[src/rtl/ps2_dir_tracker.sv]
// PS/2 set-2 arrow-key tracker: decodes E0/F0 prefixes, keeps a held-key mask,
// a one-hot active direction (last press wins) and a press/auto-repeat step pulse.
module ps2_dir_tracker #(
  parameter logic [7:0]  CODE_LEFT  = 8'h6B,
  parameter logic [7:0]  CODE_RIGHT = 8'h74,
  parameter logic [7:0]  CODE_UP    = 8'h75,
  parameter logic [7:0]  CODE_DOWN  = 8'h72,
  parameter bit          REQ_EXT    = 1'b1,
  parameter int unsigned STEP_DIV   = 2500000,
  parameter int unsigned CNT_W      = 22
) (
  input  logic       clk,
  input  logic       rst,
  input  logic       code_valid,
  input  logic [7:0] code,
  output logic [3:0] held,
  output logic       left,
  output logic       right,
  output logic       up,
  output logic       down,
  output logic       step
);

  typedef enum logic [1:0] {IDLE, EXT, BRK, EXT_BRK} state_e;

  localparam logic [7:0]       PFX_EXT   = 8'hE0;
  localparam logic [7:0]       PFX_BRK   = 8'hF0;
  localparam logic [CNT_W-1:0] STEP_LAST = CNT_W'(STEP_DIV - 1);

  state_e           state_q, state_d;
  logic [3:0]       held_q, held_d;
  logic [3:0]       dir_q, dir_d;      // one-hot {up,down,left,right}
  logic [CNT_W-1:0] cnt_q, cnt_d;
  logic             step_q, step_d;

  logic       is_ext, is_brk, in_ext, in_brk;
  logic       press, fallback, rep_hit;
  logic [3:0] match;

  function automatic logic [3:0] pick_prio(input logic [3:0] h);
    if (h[3])      return 4'b1000;
    else if (h[2]) return 4'b0100;
    else if (h[1]) return 4'b0010;
    else if (h[0]) return 4'b0001;
    else           return 4'b0000;
  endfunction

  // NOTE: every always_comb output gets a default first so no path can infer a latch.
  always_comb begin
    state_d  = state_q;
    held_d   = held_q;
    dir_d    = dir_q;
    press    = 1'b0;
    fallback = 1'b0;
    rep_hit  = 1'b0;
    cnt_d    = '0;

    is_ext = (code == PFX_EXT);
    is_brk = (code == PFX_BRK);
    in_ext = (state_q == EXT) || (state_q == EXT_BRK);
    in_brk = (state_q == BRK) || (state_q == EXT_BRK);
    match  = {code == CODE_UP, code == CODE_DOWN, code == CODE_LEFT, code == CODE_RIGHT}
             & {4{in_ext || !REQ_EXT}};

    if (code_valid) begin
      if (is_ext)      state_d = in_brk ? EXT_BRK : EXT;
      else if (is_brk) state_d = in_ext ? EXT_BRK : BRK;
      else             state_d = IDLE;

      if (!is_ext && !is_brk) begin
        if (!in_brk) begin
          held_d = held_q | match;
          // A make of the already-active key is typematic repeat and leaves the grid alone.
          if ((match & ~dir_q) != 4'b0000) begin
            dir_d = match;
            press = 1'b1;
          end
        end else if ((match & held_q) != 4'b0000) begin
          held_d = held_q & ~match;
          if ((match & dir_q) != 4'b0000) begin
            dir_d    = pick_prio(held_q & ~match);
            fallback = 1'b1;
          end
        end
      end
    end

    if (!press && !fallback && dir_q != 4'b0000) begin
      if (cnt_q == STEP_LAST) rep_hit = 1'b1;
      else                    cnt_d   = cnt_q + CNT_W'(1);
    end

    // Back-to-back presses must not produce two adjacent pulses.
    step_d = (press || rep_hit) && !step_q;
  end

  // NOTE: state registers use non-blocking assignments so every flop samples pre-edge values.
  always_ff @(posedge clk or posedge rst) begin
    if (rst) begin
      state_q <= IDLE;
      held_q  <= '0;
      dir_q   <= '0;
      cnt_q   <= '0;
      step_q  <= 1'b0;
    end else begin
      state_q <= state_d;
      held_q  <= held_d;
      dir_q   <= dir_d;
      cnt_q   <= cnt_d;
      step_q  <= step_d;
    end
  end

  assign held                    = held_q;
  assign {up, down, left, right} = dir_q;
  assign step                    = step_q;

endmodule

[config.mk]
export PLATFORM = sky130hd
export DESIGN_NAME = ps2_dir_tracker
export DESIGN_NICKNAME = d
export VERILOG_FILES = /design/src/rtl/ps2_dir_tracker.sv
export SDC_FILE = /design/constraint.sdc
export NUM_CORES = 1
export LEC_CHECK = 0
export ABC_AREA = 1
export CAP_MARGIN = 20
export CORE_MARGIN = 2
export CORE_UTILIZATION = 55
export CTS_CLUSTER_SIZE = 8
export DETAILED_ROUTE_END_ITERATION = 8
export DONT_BUFFER_PORTS = 1
export HOLD_SLACK_MARGIN = 0.08
export MAX_ROUTING_LAYER = met4
export PLACE_DENSITY = 0.7
export SYNTH_ARGS = -nofsm -noshare
export SYNTH_HDL_FRONTEND = slang
export SYNTH_SLANG_ARGS = --single-unit
export TNS_END_PERCENT = 20
[constraint.sdc]
create_clock -name clk -period 2.25 [get_ports clk]
set_clock_uncertainty 0.2 [all_clocks]
set_input_delay 0.3375 -clock clk [delete_from_list [all_inputs] [get_ports clk]]
set_output_delay 0.3375 -clock clk [all_outputs]
set_load 0.01 [all_outputs]
==> flow_metrics.env, run 1 <==
export IMPL_max_clock_freq_mhz=478
export IMPL_r2r_start="cnt_q[0]$_DFF_PP0_"
export IMPL_coreArea_um2=3970
export IMPL_p_switching_mw=0.257
export IMPL_area_growth_pct=8.77
export IMPL_p_per_area_nw_per_um2=467
export IMPL_die_w_um=68.0
export IMPL_hp_class="in -> reg"
export IMPL_portBuffers=0
export IMPL_swShare_pct=22.5
export IMPL_cts_resized_gates=0
export IMPL_postSynth_asyncResetShare_pct=100
export IMPL_grt_pass1_vias=2079
export IMPL_hold_violations=0
export IMPL_multi_input_area_um2=1210
export IMPL_insertion_delay_ns=0.29
export IMPL_whs_path_depth=2
export IMPL_yosys_top_cells_area="dfrtp_1, nand2_1, nor2_1"
export IMPL_clk_path_buf_depth=2
export IMPL_whs_endpoint="state_q[0]$_DFFE_PP0P_"
export IMPL_worst_slack_ns=0.160
export IMPL_core_rowCount=23
export IMPL_tightest_slew_ns=0.416
export IMPL_antenna_found_initial=0
export IMPL_synthCells=338
export IMPL_syn_area_um2=2250
export IMPL_place_congestion=0.911
export IMPL_avgViaCountPerCell=5.58
export IMPL_ys_ff_latch=33
export IMPL_synth_most_common_cell="nand2_1"
export IMPL_cts_made_buffers=5
export IMPL_cp_max_fo=8
export IMPL_critPathLaunchType="flop"
export IMPL_die_area_um2=4630
export IMPL_worstHoldStart="code[4]"
export IMPL_peakVddDrop_v=0.000216
export IMPL_setup_viol=0
export IMPL_synth_top_area_cell="dfrtp_1"
export IMPL_r2r_slack_ns=0.16
export IMPL_ant_nets=0
export IMPL_io_pins=20
export IMPL_fp_dieH_um=68.0
export IMPL_nets=360
export IMPL_outcome="finished, final reports clean"
export IMPL_p_clk_share_pct=43.4
export IMPL_rr_endpoint="cnt_q[18]$_DFF_PP0_"
export IMPL_grt_util_all_layers_pct=27.5
export IMPL_seq_area_frac_synth_pct=36.6
export IMPL_fin_crit_sh_pct=92.9
export IMPL_drv_cap=0
export IMPL_post_cts_setup_buffer_count=0
export IMPL_rsz0062_at_grt="false"
export IMPL_crit_type="reg -> reg"
export IMPL_avgRoutedWirePerCell_um=13.7
export IMPL_pre_cts_ws_ns=0.174
export IMPL_final_seq_area_um2=826
export IMPL_htreeDepth=2
export IMPL_syn_nets=350
export IMPL_grt_overflow=0
export IMPL_n_fill_cell=390
export IMPL_root_buffer="clkbuf_8"
export IMPL_power_frac_seq_pct=52.1
export IMPL_maxSlewHeadroom_pct=72.2
export IMPL_diodes=0
export IMPL_grt_pass1_wl_mm=9.30
export IMPL_power_frac_comb_pct=4.6
export IMPL_drive_gt1_share_pct=7.45
export IMPL_r2r_cells=8
export IMPL_synth_edf_count=0
export IMPL_synth_top_area_share_pct=36.6
export IMPL_tns_ns=0
export IMPL_syn_avg_cell_area_um2=6.67
export IMPL_required_ns=2.23
export IMPL_cts_clk_slew_worst_paths_ns=0.07
export IMPL_grt_max_degree=34
export IMPL_drv_slew=0
export IMPL_synth_distinct_cells=29
export IMPL_synth_flop_cell="dfrtp_1"
export IMPL_leakage_nw=1.02
export IMPL_drt_pass1_iter_count=4
export IMPL_vias=2228
export IMPL_cts_sinks=33
export IMPL_arrival_ns=2.07
export IMPL_hpwl_mm=4.14
export IMPL_placed_area_um2=2310
export IMPL_initial_core_util_pct=56.7
export IMPL_drt_iter0_drc=120
export IMPL_final_area_um2=2450
export IMPL_fin_crit_ns=2.09
export IMPL_intPower_mw=0.886
export IMPL_netlist_top_cells_count="nand2_1, nor2_1, inv_1"
export IMPL_tritoncts="built"
export IMPL_critPathCaptureType="flop"
export IMPL_drc=0
export IMPL_ys_warn_count=0
export IMPL_finalWirelength_mm=5.45
-- logic make-up (layout without fill, tap and decap cells) --
| group | count (synthesis) | after routing | share of synthesized area (%) |
|---|---|---|---|
| AO/OA/AOI/OAI | 30 | 30 | 7.05 |
| XOR/XNOR | 2 | 2 | 0.777 |
| adder cells (fa/ha/maj) | 1 | 1 | 0.555 |
| buffers and inverters | 51 | 62 | 9.83 |
| flip-flops | 33 | 33 | 36.6 |
| AND/OR/NAND/NOR | 221 | 221 | 45.1 |
-- final cells by class --
cell class | instances | share of cell area (%)
Multi-Input combinational cell | 254 | 49.2
Timing Repair Buffer | 8 | 3.37
Sequential cell | 33 | 33.7
Clock inverter | 1 | 0.204
Inverter | 46 | 7.04
Tap cell | 50 | 2.55
Clock buffer | 7 | 3.93
-- cells in the final DEF (no fill, tap or decap) --
master,netlist,final
nand2_1,84,84
nor2_1,51,51
nand2_2,4,4
nor3b_1,1,1
a32o_1,1,1
dlygate4sd3_1,0,4
clkbuf_8,0,7
or2_2,1,1
xor2_1,1,1
and3_2,1,1
nor4_1,5,5
nor2_4,3,3
inv_2,1,1
o21ai_0,21,21
nor3_2,1,1
nor2_2,1,1
a21oi_1,7,7
buf_4,0,3
o21ai_2,1,1
buf_12,0,1
nand3_2,1,1
clkinv_2,0,1
ha_1,1,1
nand3_1,32,32
nand4_1,21,21
xnor2_1,1,1
nand3b_1,2,2
inv_1,45,45
nor3_1,12,12
dfrtp_1,33,33
and2_1,1,1
-- metrics by stage --
step,power [mW],hold slack [ns],utilization [%],instances
finish,1.14,0.0944,61.7,399
global route,1.19,0.120,61.7,399
CTS,1.16,0.0906,62.0,400
detailed placement,0.654,0.145,58.2,387
global placement,0.653,0.143,58.2,387
floorplan,0.643,0.263,-,338
-- power groups by stage --
stage / Combinational [mW] / Sequential (mW) / Clock [mW]
finish: 0.0524 / 0.595 / 0.496
global route: 0.0603 / 0.595 / 0.537
CTS: 0.0555 / 0.595 / 0.507
detailed placement: 0.0470 / 0.607 / 0
global placement: 0.0463 / 0.607 / 0
floorplan: 0.0367 / 0.606 / 0
-- worst max-delay path, cell delays in order, from the launching register on --
cell and delay (ns):
dfrtp_1 0.36, ha_1 0.23, nand2_1 0.11, nor2_2 0.21, inv_1 0.08, nor4_1 0.17, nand4_1 0.36, nand3b_1 0.21
nor2_1 0.06
-- timing repair --
action,4_1_cts,5_1_grt
endpoints found under the hold margin,35,0
hold buffers,5,0
setup endpoints to repair,0,1
-- metal layers --
| layer | GRT usage, % | up-vias | share of wire, % |
|---|---|---|---|
| met4 | 9.00 | 0 | 1.7 |
| li1 | - | 1128 | - |
| met5 | - | - | 0 |
| met3 | 5.92 | 10 | 4.5 |
| met2 | 47.3 | 53 | 51 |
| met1 | 31.8 | 1037 | 43 |
-- how the worst max path moves through the flow --
stage	cells after the start	end	start	slack (ns)
after floorplan	8	cnt_q[10]$_DFF_PP0_	cnt_q[0]$_DFF_PP0_	0.48
after global placement	8	cnt_q[18]$_DFF_PP0_	cnt_q[0]$_DFF_PP0_	0.23
after detailed placement	8	cnt_q[18]$_DFF_PP0_	cnt_q[0]$_DFF_PP0_	0.17
after CTS	5	state_q[1]$_DFFE_PP0P_	code[4]	0.09
after global routing	9	cnt_q[14]$_DFF_PP0_	cnt_q[0]$_DFF_PP0_	0.02
final	8	cnt_q[18]$_DFF_PP0_	cnt_q[0]$_DFF_PP0_	0.16
Power figures use the tool's default switching activity.
==> run 2: changes to the inputs <==
--- a/config.mk
+++ b/config.mk
@@ -8,13 +8,13 @@
 export ABC_AREA = 1
 export CAP_MARGIN = 20
 export CORE_MARGIN = 2
-export CORE_UTILIZATION = 55
+export CORE_UTILIZATION = 40
 export CTS_CLUSTER_SIZE = 8
 export DETAILED_ROUTE_END_ITERATION = 8
 export DONT_BUFFER_PORTS = 1
 export HOLD_SLACK_MARGIN = 0.08
 export MAX_ROUTING_LAYER = met4
-export PLACE_DENSITY = 0.7
+export RECOVER_POWER = 100
 export SYNTH_ARGS = -nofsm -noshare
 export SYNTH_HDL_FRONTEND = slang
 export SYNTH_SLANG_ARGS = --single-unit
==> run 2 against run 1 <==
- sequential share of layout area decreased by 0.21 points
- register-to-register slack got worse by 0.03 ns
- core utilization decreased by 17 points
- via count increased by 0.31%
- global-route usage decreased by 7.1 points
- die area increased by 35%
- critical path depth decreased by 3
- non-clock buffer count increased by 3
- first-iteration DRC count increased by 48%
- total power decreased by 5.5%
==> flow_metrics.env, run 2 (synthesis gave the netlist of run 1 again) <==
export IMPL_fin_total_pwr_mw=1.08
export IMPL_avgViaCountPerCell=5.27
export IMPL_cts_resized_gates=0
export IMPL_tritoncts="built"
export IMPL_hpwl_mm=4.28
export IMPL_grt_pass1_wl_mm=9.74
export IMPL_critPathCapture="state_q[1]$_DFFE_PP0P_"
export IMPL_maxSlewHeadroom_pct=51.6
export IMPL_initial_core_util_pct=41.2
export IMPL_leakage_nw=1.02
export IMPL_crit_type="in -> reg"
export IMPL_antenna_found_initial=0
export IMPL_whs_path_depth=2
export IMPL_io_pins=20
export IMPL_grt_overflow=0
export IMPL_coreArea_um2=5470
export IMPL_outcome="finished, final reports clean"
export IMPL_r2r_slack_ns=0.13
export IMPL_rr_endpoint="state_q[1]$_DFFE_PP0P_"
export IMPL_nets=363
export IMPL_worstPathCellList="dlygate4sd3_1 > a21oi_1 > dlygate4sd3_1 > nor2_1 > dlygate4sd3_1"
export IMPL_critPathCaptureType="flop"
export IMPL_n_fill_cell=575
export IMPL_vias=2235
export IMPL_ant_nets=0
export IMPL_max_clock_freq_mhz=462
export IMPL_place_congestion=0.887
export IMPL_drv_cap=0
export IMPL_finalWirelength_mm=5.59
export IMPL_final_area_um2=2470
export IMPL_fp_dieH_um=79.1
export IMPL_drive_gt1_share_pct=6.25
export IMPL_clk_path_buf_depth=2
export IMPL_crit_path_frequent_cell="dlygate4sd3_1"
export IMPL_hold_violations=0
export IMPL_grt_max_degree=29
export IMPL_cp_slowest_cell="dlygate4sd3_1"
export IMPL_multi_input_area_um2=1190
export IMPL_cts_sinks=33
export IMPL_cpPeakStageDelay_ns=0.56
export IMPL_arrival_ns=2.13
export IMPL_drt_pass1_iter_count=5
export IMPL_grt_util_all_layers_pct=20.4
export IMPL_grt_pass1_vias=2124
export IMPL_die_w_um=79.1
export IMPL_setup_viol=0
export IMPL_drt_iter0_drc=177
export IMPL_required_ns=2.22
export IMPL_r2r_start="state_q[1]$_DFFE_PP0P_"
export IMPL_drc=0
export IMPL_rsz0062_at_grt="false"
export IMPL_avgRoutedWirePerCell_um=13.2
export IMPL_tightest_slew_ns=0.725
export IMPL_cts_clk_slew_worst_paths_ns=0.07
export IMPL_final_seq_area_um2=826
export IMPL_cp_max_fo=3
export IMPL_hp_class="in -> reg"
export IMPL_area_growth_pct=9.44
export IMPL_diodes=0
export IMPL_critPathLaunchType="input port"
export IMPL_root_buffer="clkbuf_8"
export IMPL_layout_commonest_cell="nand2_1"
export IMPL_fin_crit_ns=2.17
export IMPL_insertion_delay_ns=0.28
export IMPL_p_per_area_nw_per_um2=438
export IMPL_fin_crit_sh_pct=96.3
export IMPL_cts_made_buffers=5
export IMPL_core_rowCount=27
export IMPL_r2r_cells=5
export IMPL_final_util_pct=45.1
export IMPL_mostFrequentLayoutCells="nand2_1, nor2_1, inv_1"
export IMPL_portBuffers=0
export IMPL_crit_cells=5
export IMPL_placed_area_um2=2340
export IMPL_peakVddDrop_v=0.000222
export IMPL_drv_slew=0
export IMPL_path_delay_family="buffers and inverters"
export IMPL_die_area_um2=6250
export IMPL_htreeDepth=2
export IMPL_tns_ns=0
export IMPL_setup_worst_path_start="code[4]"
export IMPL_critPathBufInv=3
-- run 2: changes by cell type in the layout (fill, tap and decap cells not counted) --
cell and change:
nand3_2 -1, dlygate4sd3_1 +1, nand3_1 +1, nand2_2 -3
clkinv_2 +1, clkbuf_2 +1, clkbuf_1 +2, clkbuf_8 -2
nand2_1 +3
-- run 2: layout make-up --
class	instances	area share [%]
clock buffers	6	2.94
clock inverters	2	0.406
inverters	46	7.00
multi-input cells	254	48.4
flip-flops and latches	33	33.5
well taps	72	3.65
repair buffers	11	4.11
-- run 2: stage by stage --
step / instances / hold slack, ns / setup slack [ns]
floorplan: 338 / 0.263 / 0.482
CTS: 423 / 0.0925 / 0.103
finish: 424 / 0.0919 / 0.0841
detailed placement: 410 / -0.0468 / 0.147
global placement: 410 / -0.0541 / 0.215
global route: 424 / 0.108 / 0.0741
-- run 2: how the worst min path moves through the flow --
stage                              start                     end  slack, ns
after floorplan           step$_DFF_PP0_          step$_DFF_PP0_       0.26
after global placement               rst    dir_q[0]$_DFFE_PP0P_      -0.05
after detailed placement             rst    dir_q[3]$_DFFE_PP0P_      -0.05
after CTS                        code[4]  state_q[0]$_DFFE_PP0P_       0.09
after global routing             code[4]  state_q[0]$_DFFE_PP0P_       0.11
final                            code[4]  state_q[0]$_DFFE_PP0P_       0.09
-- run 2: power by group --
part | internal [mW] | leakage [nW] | total, mW | switching (mW)
Combinational | 0.0169 | 0.513 | 0.0550 | 0.0381
Clock | 0.214 | 0.0450 | 0.430 | 0.216
Sequential | 0.594 | 0.460 | 0.595 | 0.000959
Total | 0.826 | 1.02 | 1.08 | 0.255
-- run 2: worst reg2reg max path, stage by stage, from the launching register on --
cell and delay (ns):
dfrtp_1 0.39, buf_4 0.17, a21oi_1 0.10, dlygate4sd3_1 0.56
nor2_1 0.04, dlygate4sd3_1 0.55
-- run 2: layer usage --
metal | wire length (um) | vias up | GRT usage, %
met5 | 0 | - | -
met4 | 70 | 0 | 6.72
met3 | 299 | 7 | 3.64
met2 | 2420 | 72 | 30.8
met1 | 2800 | 1020 | 27.8
li1 | - | 1136 | -
-- run 2: repair_timing --
item | 4_1_cts | 5_1_grt
hold buffers | 5 | 0
buffers inserted | 0 | 1
hold endpoints to repair | 35 | 0
endpoints found under the setup margin | 0 | 8
